<file path="src/rtl/spi_master_if.sv">
// spi_master_if: CPU-side register bus of the SPI master (chip select, write strobe, address, data, interrupt)
interface spi_master_if;
  logic       cs_n;
  logic       we_n;
  logic [1:0] rs;
  logic [7:0] din;
  logic [7:0] dout;
  logic       irq_n;
  modport master (output cs_n, we_n, rs, din, input dout, irq_n);
  modport slave (input cs_n, we_n, rs, din, output dout, irq_n);
endinterface

</file>
<file path="src/rtl/spi_master.sv">
// spi_master: memory-mapped mode-0 MSB-first SPI master with DATA/CTRL/DIV registers and completion interrupt
module spi_master #(
  parameter logic [7:0] DIV_RESET = 8'd3
) (
  input  logic         clk,
  input  logic         reset,
  spi_master_if.slave  bus,
  output logic         spi_sclk,
  output logic         spi_mosi,
  input  logic         spi_miso,
  output logic         spi_ss_n
);
  typedef enum logic [1:0] {IDLE, LOW, HIGH} state_t;
  state_t     state_q, state_d;
  logic [7:0] div_q, div_d;
  logic [7:0] cnt_q, cnt_d;
  logic [2:0] bitcnt_q, bitcnt_d;
  logic [7:0] txsr_q, txsr_d;
  logic [7:0] rxsr_q, rxsr_d;
  logic [7:0] rxdata_q, rxdata_d;
  logic [7:0] dout_q, dout_d;
  logic       ie_q, ie_d;
  logic       ss_q, ss_d;
  logic       done_q, done_d;
  logic       busy_q, busy_d;
  logic       ovr_q, ovr_d;
  logic       sclk_q, sclk_d;
  logic       mosi_q, mosi_d;
  logic       ssn_q, ssn_d;
  logic       wr, rd, half_done;
  logic [7:0] status;
  assign wr        = ~bus.cs_n & ~bus.we_n;
  assign rd        = ~bus.cs_n & bus.we_n;
  assign status    = {done_q, busy_q, ovr_q, 3'b000, ie_q, ss_q};
  assign half_done = cnt_q == div_q;
  assign bus.dout  = dout_q;
  assign bus.irq_n = ~(ie_q & done_q);
  assign spi_sclk  = sclk_q;
  assign spi_mosi  = mosi_q;
  assign spi_ss_n  = ssn_q;
  // State register; reset aborts any transfer in flight without signalling completion
  always_ff @(posedge clk or posedge reset) begin
    if (reset) begin
      state_q  <= IDLE;
      div_q    <= DIV_RESET;
      cnt_q    <= 8'h00;
      bitcnt_q <= 3'd0;
      txsr_q   <= 8'h00;
      rxsr_q   <= 8'h00;
      rxdata_q <= 8'h00;
      dout_q   <= 8'h00;
      ie_q     <= 1'b0;
      ss_q     <= 1'b0;
      done_q   <= 1'b0;
      busy_q   <= 1'b0;
      ovr_q    <= 1'b0;
      sclk_q   <= 1'b0;
      mosi_q   <= 1'b0;
      ssn_q    <= 1'b1;
    end else begin
      state_q  <= state_d;
      div_q    <= div_d;
      cnt_q    <= cnt_d;
      bitcnt_q <= bitcnt_d;
      txsr_q   <= txsr_d;
      rxsr_q   <= rxsr_d;
      rxdata_q <= rxdata_d;
      dout_q   <= dout_d;
      ie_q     <= ie_d;
      ss_q     <= ss_d;
      done_q   <= done_d;
      busy_q   <= busy_d;
      ovr_q    <= ovr_d;
      sclk_q   <= sclk_d;
      mosi_q   <= mosi_d;
      ssn_q    <= ssn_d;
    end
  end
  // Register access and transfer sequencing; flag clears by reads come first so same-edge sets win
  always_comb begin
    state_d  = state_q;
    div_d    = div_q;
    cnt_d    = cnt_q;
    bitcnt_d = bitcnt_q;
    txsr_d   = txsr_q;
    rxsr_d   = rxsr_q;
    rxdata_d = rxdata_q;
    ie_d     = ie_q;
    ss_d     = ss_q;
    done_d   = done_q;
    busy_d   = busy_q;
    ovr_d    = ovr_q;
    sclk_d   = sclk_q;
    mosi_d   = mosi_q;
    dout_d   = rd ? (bus.rs == 2'd0 ? rxdata_q :
                     bus.rs == 2'd1 ? status :
                     bus.rs == 2'd2 ? div_q : 8'h00) : dout_q;
    if (rd && bus.rs == 2'd0) done_d = 1'b0;
    if (rd && bus.rs == 2'd1) ovr_d = 1'b0;
    if (wr && bus.rs == 2'd1) begin
      ie_d = bus.din[1];
      ss_d = bus.din[0];
    end
    if (wr && bus.rs == 2'd2) div_d = bus.din;
    if (wr && bus.rs == 2'd0 && busy_q) ovr_d = 1'b1;
    if (state_q == IDLE) begin
      if (wr && bus.rs == 2'd0) begin
        txsr_d   = bus.din;
        mosi_d   = bus.din[7];
        cnt_d    = 8'h00;
        bitcnt_d = 3'd0;
        busy_d   = 1'b1;
        done_d   = 1'b0;
        state_d  = LOW;
      end
    end else if (state_q == LOW) begin
      cnt_d = half_done ? 8'h00 : cnt_q + 8'd1;
      if (half_done) begin
        sclk_d  = 1'b1;
        rxsr_d  = {rxsr_q[6:0], spi_miso};
        state_d = HIGH;
      end
    end else begin
      cnt_d = half_done ? 8'h00 : cnt_q + 8'd1;
      if (half_done) begin
        sclk_d = 1'b0;
        if (bitcnt_q == 3'd7) begin
          rxdata_d = rxsr_q;
          done_d   = 1'b1;
          busy_d   = 1'b0;
          state_d  = IDLE;
        end else begin
          bitcnt_d = bitcnt_q + 3'd1;
          txsr_d   = {txsr_q[6:0], 1'b0};
          mosi_d   = txsr_q[6];
          state_d  = LOW;
        end
      end
    end
    ssn_d = ~ss_d;
  end
endmodule
</file>
<file path="src/flat_wrapper.sv">
// flat-port wrapper written by rule: the top's interface ports become plain ports
module spi_master_flat 
#(
  parameter logic [7:0] DIV_RESET = 8'd3
)
  (clk, reset, spi_sclk, spi_mosi, spi_miso, spi_ss_n, bus_cs_n, bus_we_n, bus_rs, bus_din, bus_dout, bus_irq_n);
  spi_master_if bus_i ();
  input  logic clk;
  input  logic reset;
  output logic spi_sclk;
  output logic spi_mosi;
  input  logic spi_miso;
  output logic spi_ss_n;
  input wire logic [$bits(bus_i.cs_n)-1:0] bus_cs_n;
  input wire logic [$bits(bus_i.we_n)-1:0] bus_we_n;
  input wire logic [$bits(bus_i.rs)-1:0] bus_rs;
  input wire logic [$bits(bus_i.din)-1:0] bus_din;
  output wire logic [$bits(bus_i.dout)-1:0] bus_dout;
  output wire logic [$bits(bus_i.irq_n)-1:0] bus_irq_n;
  assign bus_i.cs_n = bus_cs_n;
  assign bus_i.we_n = bus_we_n;
  assign bus_i.rs = bus_rs;
  assign bus_i.din = bus_din;
  assign bus_dout = bus_i.dout;
  assign bus_irq_n = bus_i.irq_n;
  spi_master #(.DIV_RESET(DIV_RESET)) u_core (.clk(clk), .reset(reset), .bus(bus_i), .spi_sclk(spi_sclk), .spi_mosi(spi_mosi), .spi_miso(spi_miso), .spi_ss_n(spi_ss_n));
endmodule
</file>
<file path="config.mk">
export PLATFORM = sky130hd
export DESIGN_NAME = spi_master_flat
export DESIGN_NICKNAME = d
export VERILOG_FILES = /design/src/rtl/spi_master_if.sv /design/src/rtl/spi_master.sv /design/src/flat_wrapper.sv
export SDC_FILE = /design/constraint.sdc
export NUM_CORES = 1
export LEC_CHECK = 0
export CAP_MARGIN = 40
export CORE_AREA = 2 2 79 81
export CTS_BUF_LIST = sky130_fd_sc_hd__clkbuf_4 sky130_fd_sc_hd__clkbuf_8 sky130_fd_sc_hd__clkbuf_16
export CTS_CLUSTER_SIZE = 25
export DETAILED_ROUTE_END_ITERATION = 8
export DIE_AREA = 0 0 81 83
export PLACE_DENSITY = 0.73
export SLEW_MARGIN = 20
export SYNTH_ARGS = -nofsm -noshare
export SYNTH_HDL_FRONTEND = slang
export SYNTH_SLANG_ARGS = --single-unit
</file>
<file path="constraint.sdc">
create_clock -name clk -period 2 [get_ports clk]
set_clock_uncertainty 0.05 [all_clocks]
set_input_delay 0.4 -clock clk [delete_from_list [all_inputs] [get_ports clk]]
set_output_delay 0.4 -clock clk [all_outputs]
set_load 0.1 [all_outputs]
</file>
Word-level counts from Yosys, hierarchy flattened
Cells that the tools add are included.
Cells by class
  add/subtract/negate cells: 2
  bitwise operators: 9
  eq/ne operators: 8
  reductions and logical operators: 17
  multiplexer cells: 44
Operators with widths (number)
  $mux W8: 6
  $mux W7: 5
  $mux W1: 23
  $mux W3: 5
  $reduce_and A4 Y1: 3
  $mux W2: 5
  $add A8 B1 Y8 const B: 1
  $eq A8 B8 Y1: 1
  $logic_and A1 B1 Y1: 6
  $ne A2 B1 Y1 const B: 3
  $not A1 Y1: 6
  $reduce_bool A2 Y1: 3
  $eq A2 B1 Y1 const B: 2
  $logic_not A2 Y1: 2
  $reduce_and A2 Y1: 2
  $add A3 B1 Y3 const B: 1
  $and A1 B1 Y1: 3
  $eq A3 B3 Y1 const B: 1
  $reduce_and A3 Y1: 1
  $eq A2 B2 Y1 const B: 1
Storage, ports and cells
  flip-flop bits (word level): 60

Longest topological paths before layout
  depth after elaboration: 8
  depth in mapped cells: 8

Worst setup path before layout
OpenSTA, ideal clock, no wires.
  kind: reg2reg
  start point: reg u_core.div_q[1]
  end point: reg u_core.rxsr_q[0]
  period minus slack after synthesis: 1.857 ns
  stages on the path, launching flop included: 6
  slack: 0.143 ns
  arrival: 1.682 ns
  required time: 1.825 ns
  buffers on the path: 1
  cells stage by stage: dfstp_2 xnor2_1 nand4_2 or3_1 buf_6 mux2_4
Between the ends
  longest elaborated chain between the ends: 2
Ends and longest elaborated chain
  start: declaration: RTL line spi_master.sv:15  | logic [7:0] div_q, div_d;
  start signal: assignment: RTL line spi_master.sv:62  | div_q <= div_d;
  $eq A8 B8 Y1: RTL line spi_master.sv:35  | assign half_done = cnt_q == div_q;
  $reduce_and A3 Y1 (no source line)
  end signal: assignment: RTL line spi_master.sv:66  | rxsr_q <= rxsr_d;
  end: declaration: RTL line spi_master.sv:19  | logic [7:0] rxsr_q, rxsr_d;
No other way between the ends.
A chain may end at the register's enable or synchronous reset.

Final worst setup path
  start point: reg u_core.div_q[0]
  end point: reg u_core.rxsr_q[4]
The elaborated chain is that of the path after synthesis.

==> flow_metrics.py <==
metrics = {
    "detailed_routing": {
        "dr.pass1.iters": 4,
        "drcViolationCount": 0,
        "ant_nets": 0,
        "vias": 2061,
        "vias_per_cell": 5.395,
        "wl_per_cell_um": 15.83,
        "wl_um": 6047,
        "drt_iter0_drc": 136,
    },
    "layout": {
        "final_common_cell": "dfrtp_1",
        "syn_to_final_growth_pct": 23.49,
        "nets": 320,
        "fillers": 478,
        "final_cell_mix": "57 x dfrtp_1, 32 x buf_4, 23 x nor2_1",
        "diodes": 0,
        "fin_util": 0.6153,
        "multi_input_area_sq_um": 1304,
        "regArea_sq_um": 1505,
        "drive_gt1_frac": 0.3160,
        "stdcell_area_sq_um": 3578,
    },
    "cts": {
        "clock-sinks": 60,
        "clock_latency_ps": 340,
        "clockBufferDepth": 2,
        "tritoncts": "done",
        "cts_inserted_buffers": 9,
        "cts-root-buf": "clkbuf_8",
        "clkSlewWorstSetupHoldPaths_ps": 70,
        "cts_setup_buffers": 0,
        "h-tree-depth": 3,
    },
    "sta": {
        "hold_viol_final": 0,
        "rsz0062_at_grt": "no",
        "finalCritPeriodShare": 0.9624,
        "setup-tns-final_ps": 0,
        "max_clock_freq_ghz": 0.5195,
        "tightestPinTransition_ps": 402.1,
        "drv_slew": 0,
        "slew_headroom": 0.7316,
        "post-route-min-period_ps": 1925,
        "setup_viol": 0,
    },
    "worst_setup_path": {
        "path_max_fanout": 9,
        "cp_num_buf_inv": 1,
        "crit_type": "reg -> reg",
        "cp-start-kind": "register",
        "cpLargestDelayFamily": "flip-flops",
        "worstSetupEndpointType": "register",
        "path_cells": "xnor2_2 > nand4_4 > or3_1 > buf_4 > mux2_4",
        "critPathRequiredTime_ps": 2180,
        "cp_slowest_stage_delay_ps": 570,
        "rrSetupSlack_ps": 80,
        "slowest_stage": "dfstp_2",
        "cp.arrival_ps": 2100,
    },
    "floorplan": {
        "fp.dieW_um": 81,
        "core_sq_um": 5816,
        "die_area_sq_um": 6723,
        "boundaryPins": 27,
        "die_h_um": 83,
        "std_cell_rows": 28,
        "initial_utilization": 0.4983,
    },
    "logic_synthesis": {
        "synthArstFlopShare": 1.000,
        "netlist_area_sq_um": 2898,
        "synth-seq-cells": 60,
        "ys_top_cells_by_area": "dfrtp_1 49%, mux2_2 6.6%, mux2_4 4.1%",
        "post_synth_inst_count": 250,
        "dominantRegCellSynth": "dfrtp_1",
        "ys.warnings.count": 0,
        "synth.top_cell.area_share": 0.4922,
        "syn_nets": 268,
        "synth.largest_area_cell": "dfrtp_1",
        "syn_avg_cell_area_sq_um": 11.59,
        "synth-edff-count": 0,
        "synthDistinctLibCells": 44,
        "yosysSeqAreaShare": 0.5194,
    },
    "placement": {
        "dp_hpwl_um": 4379,
        "port_buffers": 26,
        "gp_congestion": 0.7953,
        "placed_area_sq_um": 3400,
    },
    "power_and_ir_drop": {
        "vdd_drop_max_uv": 818.8,
        "power.total_uw": 4195,
        "power_density_nw_per_um2": 1172,
        "p_leak_uw": 0.001651,
    },
    "global_routing": {
        "grt_pass1_vias": 2117,
        "grt_remaining_overflow": 0,
        "grt_pass1_wl_um": 10130,
        "antenna_found_initial": 0,
        "grt_max_degree": 61,
        "groute.usage.overall": 0.2005,
    },
    "run_status": {
        "status": "complete, no violations",
    },
    "job": {
        "drv_cap": 0,
    },
    "hold_path": {
        "min_path_type": "in -> async",
    },
}
[cell families (layout without fill, tap and decap cells)]
| logic type | Yosys count | after routing | synth area share |
|---|---|---|---|
| buf+inv | 19 | 76 | 0.03109 |
| fa+ha+maj | 3 | 3 | 0.01295 |
| xor+xnor | 11 | 11 | 0.04620 |
| simple gates | 70 | 70 | 0.1326 |
| flops | 60 | 60 | 0.5194 |
| mux | 35 | 35 | 0.1421 |
| compound gates | 52 | 52 | 0.1157 |
[sequential cells by signal (all words and copies together), names as in the netlist, 2 cells and up]
register and cells:
u_core.txsr_q 7, u_core.cnt_q 8, u_core.div_q 8, u_core.bitcnt_q 3, u_core.bus.dout 8, u_core.rxsr_q 8
u_core.rxdata_q 8, u_core.state_q 2
[timing repair]
item	in CTS	in global routing
setup endpoints to repair	0	4
endpoints found under the hold margin	0	0
hold buffers	0	0
gates resized for setup	0	1
[per-layer routing]
layer  vias to the layer above  track usage  routed length, um
met5                         -            0                  0
met4                         0      0.09245                 69
met3                        11      0.04891                300
met2                        46       0.2983               2834
met1                      1015       0.2752               2843
li1                        989            -                  -
[Yosys cell counts (2+ instances only)]
library cell	instances
o21ai_0	14
a32oi_1	2
o21a_1	2
a21oi_1	14
mux2_4	8
nor3_1	4
and3_1	2
ha_1	3
nor4_1	2
dfrtp_1	57
o2bb2ai_1	5
nor2_2	2
mux2i_1	10
inv_1	10
o22ai_1	4
nor2b_1	3
nor2_1	23
xnor2_1	6
mux2_2	17
xnor2_2	5
dfstp_2	3
nand2_1	16
nor3b_1	2
a21o_1	2
a211o_1	2
buf_2	5
a2bb2oi_1	5
nand2b_1	3
nand3_1	4
[path summary, 6_finish.rpt]
kind / endpoint / start / cells past startpoint
max: u_core.rxsr_q[4] / u_core.div_q[0] / 5
min: u_core.rxsr_q[3] / reset / 3
max reg2reg: u_core.rxsr_q[4] / u_core.div_q[0] / 5
min reg2reg: u_core.spi_ss_n / u_core.ss_q / 1
max in group asynchronous: u_core.div_q[1] / reset / 3
min in group clk: u_core.spi_ss_n / u_core.ss_q / 1
[worst reg2reg max path: cells and delay by family, from the launching register on]
| family | cells | cell delay [ps] |
|---|---|---|
| xor gates and xnor gates | 1 | 140 |
| buffers and inverters | 1 | 200 |
| DFF | 1 | 570 |
| muxes | 1 | 310 |
| and+or+nand+nor | 2 | 540 |
[stage by stage]
stage	setup slack (ps)	instances	hold WS, ps
2_1_floorplan	70.27	250	357.2
3_3_place_gp	-166.1	366	388.1
3_5_place_dp	-221.9	366	398.8
4_1_cts	63.57	382	386.1
5_1_grt	7.930	382	407.8
6_report	75.12	382	361.3
[power by group]
group / leakage, uW / switching, uW / internal (uW)
logic: 0.000820 / 835 / 631
clock network: 0.0000803 / 496 / 477
registers: 0.000751 / 277 / 1480
[final cells by class]
| class | count | area share |
|---|---|---|
| clock buffers | 10 | 0.03846 |
| clock inverters | 6 | 0.01119 |
| inverters | 10 | 0.01049 |
| multi-input cells | 171 | 0.3643 |
| flip-flops and latches | 60 | 0.4206 |
| well taps | 75 | 0.02622 |
| repair buffers | 50 | 0.1287 |
Power figures use the tool's default switching activity.
